`src/rtl/first_stage_feeder_if.sv`:
```
// Bundle of first_stage_feeder control, memory-read and element-lane signals.
// master: the feeder itself; slave: the job controller / memory / consumer side.
interface first_stage_feeder_if #(
   parameter int unsigned ADDR_WIDTH = 8
);
   localparam int unsigned LANE_W = 16;
   localparam int unsigned DATA_W = 64;

   logic                     go;
   logic                     hold;
   logic [1:0]               quadrant_sel;
   logic [ADDR_WIDTH-1:0]    base_addr;
   logic                     mem_rd;
   logic [ADDR_WIDTH-1:0]    mem_addr;
   logic [DATA_W-1:0]        b_rdata;
   logic [DATA_W-1:0]        a_rdata;
   logic signed [LANE_W-1:0] b0_element;
   logic signed [LANE_W-1:0] b1_element;
   logic signed [LANE_W-1:0] b2_element;
   logic signed [LANE_W-1:0] b3_element;
   logic signed [LANE_W-1:0] a0_element;
   logic signed [LANE_W-1:0] a1_element;
   logic signed [LANE_W-1:0] a2_element;
   logic signed [LANE_W-1:0] a3_element;
   logic                     b_element_ready;
   logic                     a_element_ready;
   logic                     last_element;
   logic [1:0]               quadrant;
   logic                     busy;
   logic                     done;

   modport master (
      input  go, hold, quadrant_sel, base_addr, b_rdata, a_rdata,
      output mem_rd, mem_addr,
      output b0_element, b1_element, b2_element, b3_element,
      output a0_element, a1_element, a2_element, a3_element,
      output b_element_ready, a_element_ready, last_element,
      output quadrant, busy, done
   );

   modport slave (
      output go, hold, quadrant_sel, base_addr, b_rdata, a_rdata,
      input  mem_rd, mem_addr,
      input  b0_element, b1_element, b2_element, b3_element,
      input  a0_element, a1_element, a2_element, a3_element,
      input  b_element_ready, a_element_ready, last_element,
      input  quadrant, busy, done
   );
endinterface

```
`src/rtl/first_stage_feeder.sv`:
```
// first_stage_feeder: streams one vector four times (one pass per downstream
// layer) from memory into registered b/a element lanes, two cycles after each
// read. hold is honoured only between passes.
// Optional macro FIRST_STAGE_FEEDER_PASS_GAP_EN: one idle cycle between passes.
module first_stage_feeder #(
   parameter int unsigned VECTOR_LENGTH = 16,
   parameter int unsigned ADDR_WIDTH    = 8
) (
   input logic                  clock,
   input logic                  clear_n,
   first_stage_feeder_if.master bus
);
   localparam int unsigned IDX_W  = (VECTOR_LENGTH > 2) ? $clog2(VECTOR_LENGTH) : 1;
   localparam int unsigned PASS_W = 2;
   localparam int unsigned DATA_W = 64;

   typedef enum logic [1:0] {IDLE, STREAM, PAUSE, FINISH} state_t;

   state_t                 state_q, state_d;
   logic [IDX_W-1:0]       idx_q, idx_d;
   logic [PASS_W-1:0]      pass_q, pass_d;
   logic [ADDR_WIDTH-1:0]  base_q, base_d;
   logic [1:0]             quad_q, quad_d;
   logic                   mem_rd_q, mem_rd_d;
   logic [ADDR_WIDTH-1:0]  mem_addr_q, mem_addr_d;
   logic                   last_rd_q, last_rd_d;
   logic                   job_last_rd_q, job_last_rd_d;
   logic                   v1_q, v1_d;
   logic                   last1_q, last1_d;
   logic                   jl1_q, jl1_d;
   logic                   jl2_q, jl2_d;
   logic                   ready_q, ready_d;
   logic                   last_el_q, last_el_d;
   logic [DATA_W-1:0]      b_lane_q, b_lane_d;
   logic [DATA_W-1:0]      a_lane_q, a_lane_d;
   logic                   busy_q, busy_d;
   logic                   done_q, done_d;

   // Sequencer: the read issued in a STREAM cycle is element idx_q of pass_q.
   always_comb begin
      state_d = state_q;
      idx_d   = idx_q;
      pass_d  = pass_q;
      base_d  = base_q;
      quad_d  = quad_q;
      unique case (state_q)
         IDLE: begin
            if (bus.go) begin
               state_d = STREAM;
               idx_d   = '0;
               pass_d  = '0;
               base_d  = bus.base_addr;
               quad_d  = bus.quadrant_sel;
            end
         end
         STREAM: begin
            if (idx_q == IDX_W'(VECTOR_LENGTH - 1)) begin
               if (pass_q == PASS_W'(3)) begin
                  state_d = FINISH;
               end else begin
                  idx_d  = '0;
                  pass_d = pass_q + PASS_W'(1);
`ifdef FIRST_STAGE_FEEDER_PASS_GAP_EN
                  state_d = PAUSE;
`else
                  if (bus.hold) state_d = PAUSE;
`endif
               end
            end else begin
               idx_d = idx_q + IDX_W'(1);
            end
         end
         PAUSE: begin
            if (!bus.hold) state_d = STREAM;
         end
         FINISH: begin
            if (done_q) state_d = IDLE;
         end
         default: state_d = IDLE;
      endcase
   end

   // Read strobe/address and read-side tags, registered from the next state.
   always_comb begin
      mem_rd_d      = (state_d == STREAM);
      mem_addr_d    = mem_rd_d ? (base_d + ADDR_WIDTH'(idx_d)) : mem_addr_q;
      last_rd_d     = mem_rd_d && (idx_d == IDX_W'(VECTOR_LENGTH - 1));
      job_last_rd_d = last_rd_d && (pass_d == PASS_W'(3));
      busy_d        = (state_d != IDLE);
   end

   // Two-stage element pipeline: rdata valid one cycle after the read, lanes one later.
   always_comb begin
      v1_d      = mem_rd_q;
      last1_d   = last_rd_q;
      jl1_d     = job_last_rd_q;
      ready_d   = v1_q;
      last_el_d = v1_q && last1_q;
      jl2_d     = v1_q && jl1_q;
      b_lane_d  = v1_q ? bus.b_rdata : '0;
      a_lane_d  = v1_q ? bus.a_rdata : '0;
      done_d    = (state_q == FINISH) && jl2_q;
   end

   // All state and outputs; reset aborts any job and zeroes every output.
   always_ff @(posedge clock or negedge clear_n) begin
      if (!clear_n) begin
         state_q       <= IDLE;
         idx_q         <= '0;
         pass_q        <= '0;
         base_q        <= '0;
         quad_q        <= '0;
         mem_rd_q      <= 1'b0;
         mem_addr_q    <= '0;
         last_rd_q     <= 1'b0;
         job_last_rd_q <= 1'b0;
         v1_q          <= 1'b0;
         last1_q       <= 1'b0;
         jl1_q         <= 1'b0;
         jl2_q         <= 1'b0;
         ready_q       <= 1'b0;
         last_el_q     <= 1'b0;
         b_lane_q      <= '0;
         a_lane_q      <= '0;
         busy_q        <= 1'b0;
         done_q        <= 1'b0;
      end else begin
         state_q       <= state_d;
         idx_q         <= idx_d;
         pass_q        <= pass_d;
         base_q        <= base_d;
         quad_q        <= quad_d;
         mem_rd_q      <= mem_rd_d;
         mem_addr_q    <= mem_addr_d;
         last_rd_q     <= last_rd_d;
         job_last_rd_q <= job_last_rd_d;
         v1_q          <= v1_d;
         last1_q       <= last1_d;
         jl1_q         <= jl1_d;
         jl2_q         <= jl2_d;
         ready_q       <= ready_d;
         last_el_q     <= last_el_d;
         b_lane_q      <= b_lane_d;
         a_lane_q      <= a_lane_d;
         busy_q        <= busy_d;
         done_q        <= done_d;
      end
   end

   // Output mapping.
   assign bus.mem_rd          = mem_rd_q;
   assign bus.mem_addr        = mem_addr_q;
   assign bus.b0_element      = b_lane_q[15:0];
   assign bus.b1_element      = b_lane_q[31:16];
   assign bus.b2_element      = b_lane_q[47:32];
   assign bus.b3_element      = b_lane_q[63:48];
   assign bus.a0_element      = a_lane_q[15:0];
   assign bus.a1_element      = a_lane_q[31:16];
   assign bus.a2_element      = a_lane_q[47:32];
   assign bus.a3_element      = a_lane_q[63:48];
   assign bus.b_element_ready = ready_q;
   assign bus.a_element_ready = ready_q;
   assign bus.last_element    = last_el_q;
   assign bus.quadrant        = quad_q;
   assign bus.busy            = busy_q;
   assign bus.done            = done_q;
endmodule

```
`src/flat_wrapper.sv`:
```
// flat-port wrapper written by rule: the top's interface ports become plain ports
module first_stage_feeder_flat 
#(
   parameter int unsigned VECTOR_LENGTH = 16,
   parameter int unsigned ADDR_WIDTH    = 8
)
  (clock, clear_n, bus_go, bus_hold, bus_quadrant_sel, bus_base_addr, bus_b_rdata, bus_a_rdata, bus_mem_rd, bus_mem_addr, bus_b0_element, bus_b1_element, bus_b2_element, bus_b3_element, bus_a0_element, bus_a1_element, bus_a2_element, bus_a3_element, bus_b_element_ready, bus_a_element_ready, bus_last_element, bus_quadrant, bus_busy, bus_done);
  first_stage_feeder_if #(.ADDR_WIDTH(ADDR_WIDTH)) bus_i ();
  input logic clock;
  input logic clear_n;
  input wire logic [$bits(bus_i.go)-1:0] bus_go;
  input wire logic [$bits(bus_i.hold)-1:0] bus_hold;
  input wire logic [$bits(bus_i.quadrant_sel)-1:0] bus_quadrant_sel;
  input wire logic [$bits(bus_i.base_addr)-1:0] bus_base_addr;
  input wire logic [$bits(bus_i.b_rdata)-1:0] bus_b_rdata;
  input wire logic [$bits(bus_i.a_rdata)-1:0] bus_a_rdata;
  output wire logic [$bits(bus_i.mem_rd)-1:0] bus_mem_rd;
  output wire logic [$bits(bus_i.mem_addr)-1:0] bus_mem_addr;
  output wire logic [$bits(bus_i.b0_element)-1:0] bus_b0_element;
  output wire logic [$bits(bus_i.b1_element)-1:0] bus_b1_element;
  output wire logic [$bits(bus_i.b2_element)-1:0] bus_b2_element;
  output wire logic [$bits(bus_i.b3_element)-1:0] bus_b3_element;
  output wire logic [$bits(bus_i.a0_element)-1:0] bus_a0_element;
  output wire logic [$bits(bus_i.a1_element)-1:0] bus_a1_element;
  output wire logic [$bits(bus_i.a2_element)-1:0] bus_a2_element;
  output wire logic [$bits(bus_i.a3_element)-1:0] bus_a3_element;
  output wire logic [$bits(bus_i.b_element_ready)-1:0] bus_b_element_ready;
  output wire logic [$bits(bus_i.a_element_ready)-1:0] bus_a_element_ready;
  output wire logic [$bits(bus_i.last_element)-1:0] bus_last_element;
  output wire logic [$bits(bus_i.quadrant)-1:0] bus_quadrant;
  output wire logic [$bits(bus_i.busy)-1:0] bus_busy;
  output wire logic [$bits(bus_i.done)-1:0] bus_done;
  assign bus_i.go = bus_go;
  assign bus_i.hold = bus_hold;
  assign bus_i.quadrant_sel = bus_quadrant_sel;
  assign bus_i.base_addr = bus_base_addr;
  assign bus_i.b_rdata = bus_b_rdata;
  assign bus_i.a_rdata = bus_a_rdata;
  assign bus_mem_rd = bus_i.mem_rd;
  assign bus_mem_addr = bus_i.mem_addr;
  assign bus_b0_element = bus_i.b0_element;
  assign bus_b1_element = bus_i.b1_element;
  assign bus_b2_element = bus_i.b2_element;
  assign bus_b3_element = bus_i.b3_element;
  assign bus_a0_element = bus_i.a0_element;
  assign bus_a1_element = bus_i.a1_element;
  assign bus_a2_element = bus_i.a2_element;
  assign bus_a3_element = bus_i.a3_element;
  assign bus_b_element_ready = bus_i.b_element_ready;
  assign bus_a_element_ready = bus_i.a_element_ready;
  assign bus_last_element = bus_i.last_element;
  assign bus_quadrant = bus_i.quadrant;
  assign bus_busy = bus_i.busy;
  assign bus_done = bus_i.done;
  first_stage_feeder #(.VECTOR_LENGTH(VECTOR_LENGTH), .ADDR_WIDTH(ADDR_WIDTH)) u_core (.clock(clock), .clear_n(clear_n), .bus(bus_i));
endmodule
```
`config.mk`:
```
export PLATFORM = sky130hd
export DESIGN_NAME = first_stage_feeder_flat
export DESIGN_NICKNAME = d
export VERILOG_FILES = /design/src/rtl/first_stage_feeder_if.sv /design/src/rtl/first_stage_feeder.sv /design/src/flat_wrapper.sv
export SDC_FILE = /design/constraint.sdc
export NUM_CORES = 1
export LEC_CHECK = 0
export ABC_AREA = 1
export BUFFER_PORTS_ARGS = -buffer_cell sky130_fd_sc_hd__buf_2
export CAP_MARGIN = 10
export CORE_AREA = 4 4 93 160
export CTS_CLUSTER_SIZE = 14
export DETAILED_ROUTE_END_ITERATION = 10
export DIE_AREA = 0 0 97 164
export GPL_ROUTABILITY_DRIVEN = 0
export PLACE_DENSITY = 0.84
export SLEW_MARGIN = 20
export SYNTH_ARGS = -nofsm -noshare
export SYNTH_HDL_FRONTEND = slang
export SYNTH_SLANG_ARGS = --single-unit
```
`constraint.sdc`:
```
create_clock -name clock -period 5.75 [get_ports clock]
set_input_delay 0 -clock clock [delete_from_list [all_inputs] [get_ports clock]]
set_output_delay 0 -clock clock [all_outputs]
set_load 0.02 [all_outputs]
```
Word level (Yosys, flattened, before mapping)
Cells that the tools add are included.

Register bits: 165. Input port bits: 142. Word-level logic and storage cells: 57. Output and inout bits: 144.

Multiplexer cells: 19. Equality and inequality tests: 8. Reductions and logical operators: 8. $add $sub $neg: 3.

Operators with widths (count): $mux W64 (2); $mux W2 (9); $mux W8 (2); $mux W4 (3); $add A8 B4 Y8 (1); $eq A2 B2 Y1 const B (4); $eq A4 B4 Y1 const B (2); $pmux W2 S4 (1); $pmux W4 S2 (1); $logic_and A1 B1 Y1 (5); $add A4 B1 Y4 const B (1); $eq A2 B1 Y1 const B (2); $pmux W2 S2 (1); $add A2 B1 Y2 const B (1); $logic_not A2 Y1 (1); $reduce_and A2 Y1 (1); $reduce_bool A2 Y1 (1).

Longest topological paths before layout
Gate-level depths: netlist of the first run.

Depth in word-level cells: 7. Gate-level depth with buffers: 16. Mapped depth without buffers: 16.

Worst setup path after synthesis of the first run
Ideal clock, no wire load.

Path type: reg-to-reg. From: register u_core.idx_q[0]. To: register u_core.mem_addr_q[6] (netlist: u_core.bus.mem_addr[6]). Buffers on the path: 0. Library setup time: 117 ps. Stages on the path, launching flop included: 14. Data arrival time: 1947 ps. Data required time: 5633 ps. Path slack: 3686 ps. Period minus slack after synthesis: 2064 ps. Path through: dfrtp_1 -> ha_1 -> nand3_1 -> a21oi_1 -> a311oi_1 -> ha_1 -> ha_1 -> inv_1 -> nand2_1 -> nand3_1 -> nand2_1 -> nand3_1 -> nand3_1 -> nand2_1.

Longest elaborated chain between the ends: 4. Elaborated cells on any way between the ends: 10. Classes of those cells: 2 x add/sub; 2 x eq/ne; 6 x mux.

RTL lines: start, declared (RTL line first_stage_feeder.sv:20) `logic [IDX_W-1:0] idx_q, idx_d;`; start signal, assigned (RTL line first_stage_feeder.sv:129) `idx_q <= idx_d;`; $add A4 B1 Y4 (tied with other cells) (RTL line first_stage_feeder.sv:70) `idx_d = idx_q + IDX_W'(1);`; $mux W4 (RTL line first_stage_feeder.sv:57) `if (idx_q == IDX_W'(VECTOR_LENGTH - 1)) begin`; $pmux W4 S2 (*) (RTL line first_stage_feeder.sv:46) `unique case (state_q)`; named net u_core.idx_d[0] (RTL line first_stage_feeder.sv:20); $add A8 B4 Y8 (*) (RTL line first_stage_feeder.sv:86) `mem_addr_d = mem_rd_d ? (base_d + ADDR_WIDTH'(idx_d)) : mem_addr_q;`; end signal, assigned (RTL line first_stage_feeder.sv:134) `mem_addr_q <= mem_addr_d;`; end, declared (RTL line first_stage_feeder.sv:25) `logic [ADDR_WIDTH-1:0] mem_addr_q, mem_addr_d;`.

Mark *: on every way through the listed nets, which the timed path passes. The rest lies on a longest branch. A chain may end at the register's enable or synchronous reset.

Final worst setup path of the first run
From: register u_core.state_q[0]. To: register u_core.mem_addr_q[6] (netlist: u_core.bus.mem_addr[6]).

Elaborated cells on any way between the ends: 15. Classes of those cells: 1 x add/sub; 4 x eq/ne; 9 x mux; 1 x reduce/logical.

RTL lines: start, declared (RTL line first_stage_feeder.sv:19) `state_t state_q, state_d;`; start signal, assigned (RTL line first_stage_feeder.sv:128) `state_q <= state_d;`; $logic_not A2 Y1 (RTL line first_stage_feeder.sv:46); $mux W8 (RTL line first_stage_feeder.sv:46); named net u_core.base_d[1] (RTL line first_stage_feeder.sv:22) `logic [ADDR_WIDTH-1:0] base_q, base_d;`; $add A8 B4 Y8 (RTL line first_stage_feeder.sv:86).

The timed path passes the listed nets, and every way through them passes these cells.

==> qor.yml, run 1 <==
run_status:
  status: "finished, final reports clean"
synth:
  synth_cell_types: 28
  netlist_top_cells_area: "dfrtp_1 69%, nand2_1 12%, inv_1 9.4%"
  synth_top_cell_area_share_pct: 69.3
  syn_nets: 750
  ys_seq_elements: 165
  yosys.area.top_type: "dfrtp_1"
  syn_area_um2: 5960
  ys.warnings.count: 0
  syn_inst: 603
  avgSynthCellArea_um2: 9.89
  synth.yosys.seq_area_share_pct: 69.3
global_routing:
  grt_util_all_layers_pct: 25.2
  grt_pass1_wl_um: 31200
  grt_overflow: 0
  first_global_vias: 6046
  grt_max_degree: 84
  grt_antenna_before_repair: 5
setup_path:
  crit_top_cell: "nand2_1"
  critPathArrivalTime_ps: 2750
  r2r_cells: 16
  r2r_start: "u_core.state_q[0]"
  required_ps: 6050
  rr_endpoint: "u_core.bus.mem_addr[6]"
  path_cells: "nor2_2, nand3_1, dlygate4sd3_1, nand2_2, inv_1, nand2_1, nand2_2, ha_1, inv_1, nand2_1, nand3_1, nand2_1, nand2_1, nand2_1, nand3_1, nand2_1"
  crit_path_start_kind: "flop"
  crit_slowest_cell: "dlygate4sd3_1"
  max_stage_delay_ps: 580
  r2r_slack_ps: 3300
  path_class: "reg2reg"
  cp_max_fo: 5
  cp-end-kind: "flop"
floorplan:
  dieHeight_um: 164
  core_area_um2: 13500
  dieArea_um2: 15900
  fp.dieW_um: 97
  start_util_pct: 44.1
  io_pins: 286
  num_rows: 56
finish:
  fin_cells: 1227
  multi_input_area_um2: 1180
  synthToLayoutAreaGrowth_pct: 60.5
  final_cell_mix: "284 x buf_2, 196 x nand2_1, 164 x dfrtp_1, 150 x inv_1, 142 x dlygate4sd3_1"
  regArea_um2: 4130
  layout-drive-gt1-share_pct: 32.1
  fillCellCount: 868
  final_common_cell: "buf_2"
  finalNetCount: 1182
route:
  wire_per_inst_um: 16.1
  vias: 5481
  drtIter0Drc: 274
  ant_nets: 0
  drc: 0
  dr.pass1.iters: 5
  drt_wl_total_um: 19700
  via_per_inst: 4.47
timing:
  finalHoldViolCount: 0
  fin_crit_ps: 2450
  setup_tns_ps: 0
  setup_ws_ps: 3300
  finalSetupViolCount: 0
  fin_crit_sh_pct: 42.6
  maxSlewViolCount: 0
  rsz0062_at_grt: "false"
  max-slew-margin-rel_pct: 35.1
  worst_slew_pin_slew_ps: 974
  hold_ws_ps: 41.5
  skew_ps: 10.1
  fmaxAchievable_ghz: 0.408
power:
  p_leak_nw: 5.84
  p_per_area_nw_per_um2: 469
  ir_drop_mv: 0.352
  total_power_mw: 4.49
min_path:
  hp-start: "bus_go"
  hold_path.class: "in2reg"
  min_to: "u_core.state_q[0]"
  hold_depth: 3
cts:
  clk_path_buf_depth: 2
  htree_levels: 4
  numCtsBuffers: 17
  holdBufCountCts: 142
  post_cts_buffers: 0
  clock-sinks: 165
  clockRootBuffer: "clkbuf_16"
  path_clk_slew_ps: 60
  cts_tree: "done"
  clock_latency_ps: 410
  cts_resized: 0
placement:
  hpwl_um: 11700
  io_buffers: 285
  dpl.cell_count: 1048
  detailedPlace.worstSlack_ps: 3400
run:
  maxCapViolCount: 0
[how the worst max path moves through the flow]
stage | startpoint | end | cells past startpoint
after CTS | u_core.state_q[0] | u_core.bus.mem_addr[6] | 16
after detailed placement | u_core.idx_q[0] | u_core.bus.mem_addr[6] | 13
after global routing | u_core.state_q[0] | u_core.bus.mem_addr[4] | 15
after global placement | u_core.idx_q[0] | u_core.bus.mem_addr[6] | 13
after floorplan | u_core.idx_q[0] | u_core.bus.mem_addr[6] | 13
final | u_core.state_q[0] | u_core.bus.mem_addr[6] | 16
[per-layer routing]
layer  GRT usage, %  vias up  part of all wire [%]
met3           5.99       68                   5.2
li1               -     2588                     -
met1           25.6     2599                    33
met5              0        -                     0
met4           14.3        0                   5.0
met2           46.7      226                    57
[cell usage after synthesis (all sizes together)]
cell type,n
nand4,3
nand2,201
clkinv,1
dfrtp,165
xnor2,2
ha,5
or2,3
nor3,1
nor2,13
o21ai,12
clkbuf,14
o211ai,1
inv,153
a21oi,6
nand3,18
a311oi,1
buf,3
a221oi,1
[where the power goes]
group	internal [mW]	switching [mW]
sequential	1.50	0.172
combinational	0.576	1.16
clock	0.614	0.469
total	2.69	1.80
[through the flow]
| step | instance area (um2) | utilization (%) |
|---|---|---|
| 3_5_place_dp | 7570 | 55.9 |
| 3_3_place_gp | 7570 | 55.9 |
| 5_1_grt | 9570 | 70.7 |
| 2_1_floorplan | 5960 | - |
| 6_report | 9570 | 70.8 |
| 4_1_cts | 9550 | 70.6 |
[kinds of logic (layout without fill, tap and decap cells)]
| group | Yosys count | after routing | share of synthesized area, % |
|---|---|---|---|
| adders and majority gates | 5 | 5 | 1.05 |
| and+or+nand+nor | 239 | 239 | 16.2 |
| xor gates and xnor gates | 2 | 2 | 0.294 |
| DFF | 165 | 165 | 69.3 |
| other | 0 | 6 | 0 |
| AOI/OAI and AO/OA | 21 | 21 | 2.22 |
| buffers and inverters | 171 | 615 | 11.0 |
[worst max-delay path, delay by kind of cell, from the launching register on]
kind                     cells  cell delay, ps
buffers and inverters        3             690
AND/OR/NAND/NOR             12            1050
flip-flops                   1             430
adder cells (fa/ha/maj)      1             190
[flip-flops by register name, summed over array words and instances, names as in the netlist, 2 cells and up]
| signal | cells |
|---|---|
| u_core.a_lane_q | 64 |
| u_core.base_q | 8 |
| u_core.idx_q | 4 |
| u_core.bus.mem_addr | 8 |
| u_core.bus.quadrant | 2 |
| u_core.state_q | 2 |
| u_core.b_lane_q | 64 |
| u_core.pass_q | 2 |
[area by class of cell]
cell class	instances	area share, %
antenna	6	0.157
tap	174	2.28
clock inverter	12	1.28
multi-input combinational	267	12.3
timing repair buffer	430	30.1
inverter	154	6.08
sequential	165	43.2
clock buffer	19	4.63
Note: power is estimated with default switching activity, not from simulation.
==> run 2, diff against run 1 <==
Clock period 5.75 ns to 2.4 ns, I/O delays scaled along.
==> run 2 against run 1 <==
Net effect:
- fmax is 9.0% higher
- global-route usage is 0.15 points higher
- core utilization is 0.87 points higher
- non-clock buffer count is 10 higher
- worst setup slack worse by 3100 ps
- critical path type unchanged
- largest power group unchanged
==> qor.yml, run 2 (synthesis results as in run 1) <==
run_status:
  status: "finished, final reports clean"  # unchanged
route:
  drc: 0  # unchanged
  ant_nets: 0  # unchanged
  drtIter0Drc: 217  # was 274
  dr.pass1.iters: 4  # was 5
  drt_wl_total_um: 20100  # was 19700 um
  wire_per_inst_um: 16.4  # was 16.1 um
  vias: 5565  # was 5481
  via_per_inst: 4.52  # was 4.47
setup_path:
  critPathArrivalTime_ps: 2540  # was 2750 ps
  crit_slowest_cell: "dfrtp_1"  # was dlygate4sd3_1
  crit_top_cell: "nand2_1"  # unchanged
  cp_max_fo: 5  # unchanged
  cp_top_family: "simple AND/OR/NAND/NOR gates"  # unchanged
  crit_buf_inv: 2  # was 3
  required_ps: 2700  # was 6050 ps
  r2r_slack_ps: 150  # was 3300 ps
  cp-end-kind: "flop"  # unchanged
  path_cells: "ha_2, nand2_2, inv_2, nand2_1, a311oi_2, ha_2, ha_1, inv_1, nand2_1, nand3_1, nand2_1, nand3_1, nand3_1, nand2_1"  # was nor2_2, nand3_1, dlygate4sd3_1, nand2_2, inv_1, nand2_1, nand2_2, ha_1, inv_1, nand2_1, nand3_1, nand2_1, nand2_1, nand2_1, nand3_1, nand2_1
  r2r_cells: 14  # was 16
  rr_endpoint: "u_core.bus.mem_addr[6]"  # unchanged
  max_stage_delay_ps: 390  # was 580 ps
  crit_path_start_kind: "flop"  # unchanged
  r2r_start: "u_core.idx_q[1]"  # was u_core.state_q[0]
  path_class: "reg2reg"  # unchanged
timing:
  fin_crit_sh_pct: 93.6  # was 42.6%
  maxSlewViolCount: 0  # unchanged
  setup_tns_ps: 0  # unchanged
  finalSetupViolCount: 0  # unchanged
  setup_ws_ps: 155  # was 3300 ps
  skew_ps: 7.59  # was 10.1 ps
  max-slew-margin-rel_pct: 52.4  # was 35.1%
  fmaxAchievable_ghz: 0.445  # was 0.408 GHz
  fin_crit_ps: 2250  # was 2450 ps
  finalHoldViolCount: 0  # unchanged
  worst_slew_pin_slew_ps: 715  # was 974 ps
finish:
  largest_registers: "u_core.a_lane_q: 64 flops, u_core.b_lane_q: 64 flops"  # unchanged
  fillCellCount: 872  # was 868
  multi_input_area_um2: 1210  # was 1180 um2
  final_cell_mix: "284 x buf_2, 195 x nand2_1, 163 x dfrtp_1, 150 x inv_1, 143 x dlygate4sd3_1"  # was 284 x buf_2, 196 x nand2_1, 164 x dfrtp_1, 150 x inv_1, 142 x dlygate4sd3_1
  regArea_um2: 4130  # about the same
  final_util_pct: 71.6  # was 70.8%
  fin_cells: 1232  # was 1227
  synthToLayoutAreaGrowth_pct: 62.5  # was 60.5%
  finalNetCount: 1192  # was 1182
  final_common_cell: "buf_2"  # unchanged
  layout-drive-gt1-share_pct: 33.4  # was 32.1%
cts:
  clk_path_buf_depth: 2  # unchanged
  numCtsBuffers: 17  # unchanged
  clock-sinks: 165  # unchanged
  htree_levels: 4  # unchanged
  path_clk_slew_ps: 70  # was 60 ps
  clockRootBuffer: "clkbuf_16"  # unchanged
  clock_latency_ps: 410  # about the same
  cts_tree: "done"  # unchanged
placement:
  dpl.cell_count: 1054  # was 1048
  io_buffers: 285  # unchanged
  detailedPlace.worstSlack_ps: 131  # was 3400 ps
  hpwl_um: 12000  # was 11700 um
global_routing:
  grt_pass1_wl_um: 31200  # about the same
  grt_max_degree: 80  # was 84
  grt_util_all_layers_pct: 25.3  # was 25.2%
  grt_overflow: 0  # unchanged
  grt_antenna_before_repair: 0  # was 5
  first_global_vias: 6022  # was 6046
floorplan:
  core_area_um2: 13500  # unchanged
  dieArea_um2: 15900  # unchanged
  fp.dieW_um: 97  # unchanged
  start_util_pct: 44.1  # unchanged
  dieHeight_um: 164  # unchanged
  io_pins: 286  # unchanged
  num_rows: 56  # unchanged
power:
  ir_drop_mv: 1.05  # was 0.352 mV
  p_sw_share_pct: 40.7  # was 40.1%
  switching_power_mw: 4.49  # was 1.80 mW
  p_per_area_nw_per_um2: 1140  # was 469 nW/um2
  combPwrFrac_pct: 41.2  # was 38.7%
  p_clk_share_pct: 22.6  # was 24.2%
  p_leak_nw: 5.89  # was 5.84 nW
  total_power_mw: 11.0  # was 4.49 mW
  power.internal_mw: 6.54  # was 2.69 mW
  sequentialPowerShare_pct: 36.1  # was 37.2%
run:
  maxCapViolCount: 0  # unchanged
min_path:
  hold_path.class: "in2async"  # was in2reg
-- run 2: cell types whose count changed in the layout (fill, tap and decap cells not counted), moves of 2 or more --
cell | previous run | this run
buf_12 | 0 | 3
diode_2 | 6 | 1
buf_4 | 3 | 9
ha_2 | 0 | 2
ha_1 | 5 | 2
-- run 2: what timing repair did --
item | 4_1_cts | 5_1_grt
hold buffers | 143 | 0
setup buffers | 0 | 3
endpoints found under the setup margin | 0 | 6
resized for setup | 0 | 10
hold endpoints to repair | 218 | 0
-- run 2: power by group through the flow --
| stage | clock, mW | combinational, mW | sequential [mW] |
|---|---|---|---|
| after floorplan | 0 | 1.81 | 4.74 |
| after global placement | 0 | 3.95 | 3.94 |
| after global routing | 2.67 | 4.96 | 4.05 |
| final | 2.50 | 4.55 | 3.98 |
| after CTS | 2.53 | 4.29 | 3.93 |
| after detailed placement | 0 | 4.06 | 3.98 |
-- run 2: worst max path at each step --
stage                          startpoint                      to  slack [ps]  cells after the start
after floorplan           u_core.idx_q[0]  u_core.bus.mem_addr[6]         340                     13
after global placement    u_core.idx_q[0]  u_core.bus.mem_addr[7]         230                     15
after detailed placement  u_core.idx_q[0]  u_core.bus.mem_addr[6]         130                     13
after CTS                 u_core.idx_q[0]  u_core.bus.mem_addr[7]          90                     15
after global routing      u_core.idx_q[1]  u_core.bus.mem_addr[6]         -40                     14
final                     u_core.idx_q[1]  u_core.bus.mem_addr[6]         150                     14
-- run 2: area by class of cell --
cell class                 instances  area share [%]
antenna                            1          0.0258
clock buffer                      19            4.57
clock inverter                    12            1.01
inverter                         154            6.03
multi-input combinational        267            12.5
sequential                       165            42.7
tap                              174            2.25
timing repair buffer             440            30.9
-- run 2: layer usage --
layer | share of wire [%] | up-vias | track usage (%)
met5 | 0 | - | 0
met4 | 4.3 | 0 | 11.6
met3 | 4.5 | 71 | 5.35
met2 | 58 | 225 | 49.2
met1 | 33 | 2670 | 25.5
li1 | - | 2599 | -
-- run 2: stage by stage --
stage | area, um2 | hold slack [ps]
after global placement | 7650 | 84.9
after detailed placement | 7650 | 91.7
final | 9690 | 241
after floorplan | 5960 | -296
after global routing | 9680 | 289
after CTS | 9620 | 211
==> run 3, diff against run 2 <==
Settings changed: RECOVER_POWER from default to 50.
==> run 3 against run 2 <==
Net effect:
- total power is 1.1% lower
- fmax is 0.97% lower
- cell area is 1.7% lower
- clock skew is 2.8 ps higher
- cell count stayed put
- sequential power hardly changed
- via count is 1.3% higher
- sequential share of layout area is 0.69 points higher
- largest cell class unchanged
==> qor.yml, run 3 (synthesis results as in run 1) <==
floorplan:
  dieArea_um2: 15900  # unchanged
  fp.dieW_um: 97  # unchanged
  dieHeight_um: 164  # unchanged
  core_area_um2: 13500  # unchanged
  num_rows: 56  # unchanged
  start_util_pct: 44.1  # unchanged
  io_pins: 286  # unchanged
setup_path:
  path_cells: "ha_2, nand2_2, inv_2, o21ai_0, o211ai_1, nand3_1, inv_1, ha_4, nand2_1, nor3_2, nand2_1, nand2_1, nand2_1, nand3_1, nand2_1"  # was ha_2, nand2_2, inv_2, nand2_1, a311oi_2, ha_2, ha_1, inv_1, nand2_1, nand3_1, nand2_1, nand3_1, nand3_1, nand2_1
  startpoint: "u_core.idx_q[0]"  # was u_core.idx_q[1]
  cp-end-kind: "flop"  # unchanged
  crit_top_cell: "nand2_1"  # unchanged
  critPathArrivalTime_ps: 2550  # was 2540 ps
  crit_slowest_cell: "dfrtp_2"  # was dfrtp_1
  path_class: "reg2reg"  # unchanged
  crit_buf_inv: 2  # unchanged
  cp_top_family: "simple AND/OR/NAND/NOR gates"  # unchanged
  required_ps: 2680  # was 2700 ps
  max_stage_delay_ps: 430  # was 390 ps
  crit_path_start_kind: "flop"  # unchanged
  r2r_start: "u_core.idx_q[0]"  # was u_core.idx_q[1]
  cp_max_fo: 5  # unchanged
finish:
  final_common_cell: "nand2_1"  # was buf_2
  largest_registers: "u_core.a_lane_q: 64 flops, u_core.b_lane_q: 64 flops"  # unchanged
  synthToLayoutAreaGrowth_pct: 59.7  # was 62.5%
  layout-drive-gt1-share_pct: 21.3  # was 33.4%
  finalNetCount: 1192  # unchanged
  final_cell_mix: "195 x nand2_1, 164 x dfrtp_1, 157 x buf_2, 150 x inv_1, 143 x dlygate4sd3_1"  # was 284 x buf_2, 195 x nand2_1, 163 x dfrtp_1, 150 x inv_1, 143 x dlygate4sd3_1
  final_util_pct: 70.4  # was 71.6%
placement:
  io_buffers: 285  # unchanged
  hpwl_um: 12000  # unchanged
min_path:
  hold_path.class: "in2async"  # unchanged
cts:
  clock-sinks: 165  # unchanged
  htree_levels: 4  # unchanged
  clk_path_buf_depth: 2  # unchanged
  path_clk_slew_ps: 70  # about the same
  clock_latency_ps: 410  # about the same
  cts_tree: "done"  # unchanged
  numCtsBuffers: 17  # unchanged
  clockRootBuffer: "clkbuf_16"  # unchanged
route:
  ant_nets: 0  # unchanged
  dr_wl_met3_um: 1020  # was 916 um
  wl_met1_um: 6640  # was 6590 um
  dr.pass1.iters: 5  # was 4
  wire_per_inst_um: 16.5  # was 16.4 um
  via_per_inst: 4.58  # was 4.52
  drt_wl_total_um: 20300  # was 20100 um
  drc: 0  # unchanged
  dr_wl_met2_um: 11800  # about the same
  vias: 5638  # was 5565
  routed.top_layer: "met4"  # unchanged
  drtIter0Drc: 217  # unchanged
timing:
  finalHoldViolCount: 0  # unchanged
  hold_ws_ps: 244  # was 241 ps
  skew_ps: 10.4  # was 7.59 ps
  fin_crit_ps: 2270  # was 2250 ps
  fin_crit_sh_pct: 94.5  # was 93.6%
  finalSetupViolCount: 0  # unchanged
  setup_tns_ps: 0  # unchanged
  worst_slew_pin_slew_ps: 1190  # was 715 ps
  max-slew-margin-rel_pct: 20.8  # was 52.4%
  maxSlewViolCount: 0  # unchanged
  fmaxAchievable_ghz: 0.441  # was 0.445 GHz
global_routing:
  grt_max_degree: 80  # unchanged
  grt_pass1_wl_um: 31200  # unchanged
  first_global_vias: 6022  # unchanged
  grt_util_all_layers_pct: 25.3  # unchanged
  grt_overflow: 0  # unchanged
  grt_antenna_before_repair: 0  # unchanged
power:
  ir_drop_mv: 1.04  # was 1.05 mV
  p_per_area_nw_per_um2: 1140  # about the same
  p_leak_nw: 5.48  # was 5.89 nW
run:
  maxCapViolCount: 0  # unchanged
run_status:
  status: "finished, final reports clean"  # unchanged
-- run 3: repair_timing --
item	in CTS	in global routing
endpoints found under the hold margin	218	0
resized for setup	0	10
hold buffers	143	0
setup buffers	0	3
setup endpoints to repair	0	6
-- run 3: worst paths after layout --
kind                       slack [ps]  depth (start not counted)                     end
max                               130                         15  u_core.bus.mem_addr[7]
min                               240                          2     u_core.b_lane_q[36]
max reg2reg                       130                         15  u_core.bus.mem_addr[7]
min reg2reg                       350                          0          u_core.last1_q
max in group asynchronous        1470                          3     u_core.b_lane_q[57]
min in group clock                320                          4     u_core.b_lane_q[57]
-- run 3: cell type report --
| class | count | area [um2] |
|---|---|---|
| clock inverters | 12 | 97.6 |
| fillers | 966 | 4000 |
| diodes | 1 | 2.50 |
| multi-input cells | 267 | 1210 |
| inverters | 154 | 584 |
| clock buffers | 19 | 443 |
| flip-flops and latches | 165 | 4130 |
| repair buffers | 440 | 2830 |
| well taps | 174 | 218 |
-- run 3: metrics by stage --
stage               area (um2)  power [mW]  cells  worst slack [ps]
floorplan                 5960        6.55    603               336
global placement          7650        7.89   1054               232
detailed placement        7650        8.04   1054               131
CTS                       9620        10.8   1228              92.3
global route              9520        11.5   1231             -35.5
finish                    9520        10.9   1232               133
-- run 3: power by group --
group	total, mW	internal [mW]	leakage (nW)	switching, mW
sequential	4.00	3.58	2.04	0.419
clock	2.49	1.36	0.257	1.12
combinational	4.41	1.43	3.18	2.98
-- run 3: per-layer routing --
layer | global-route usage [%] | up-vias
li1 | - | 2602
met1 | 25.5 | 2709
met2 | 49.2 | 261
met3 | 5.35 | 66
met4 | 11.6 | 0
met5 | 0 | -
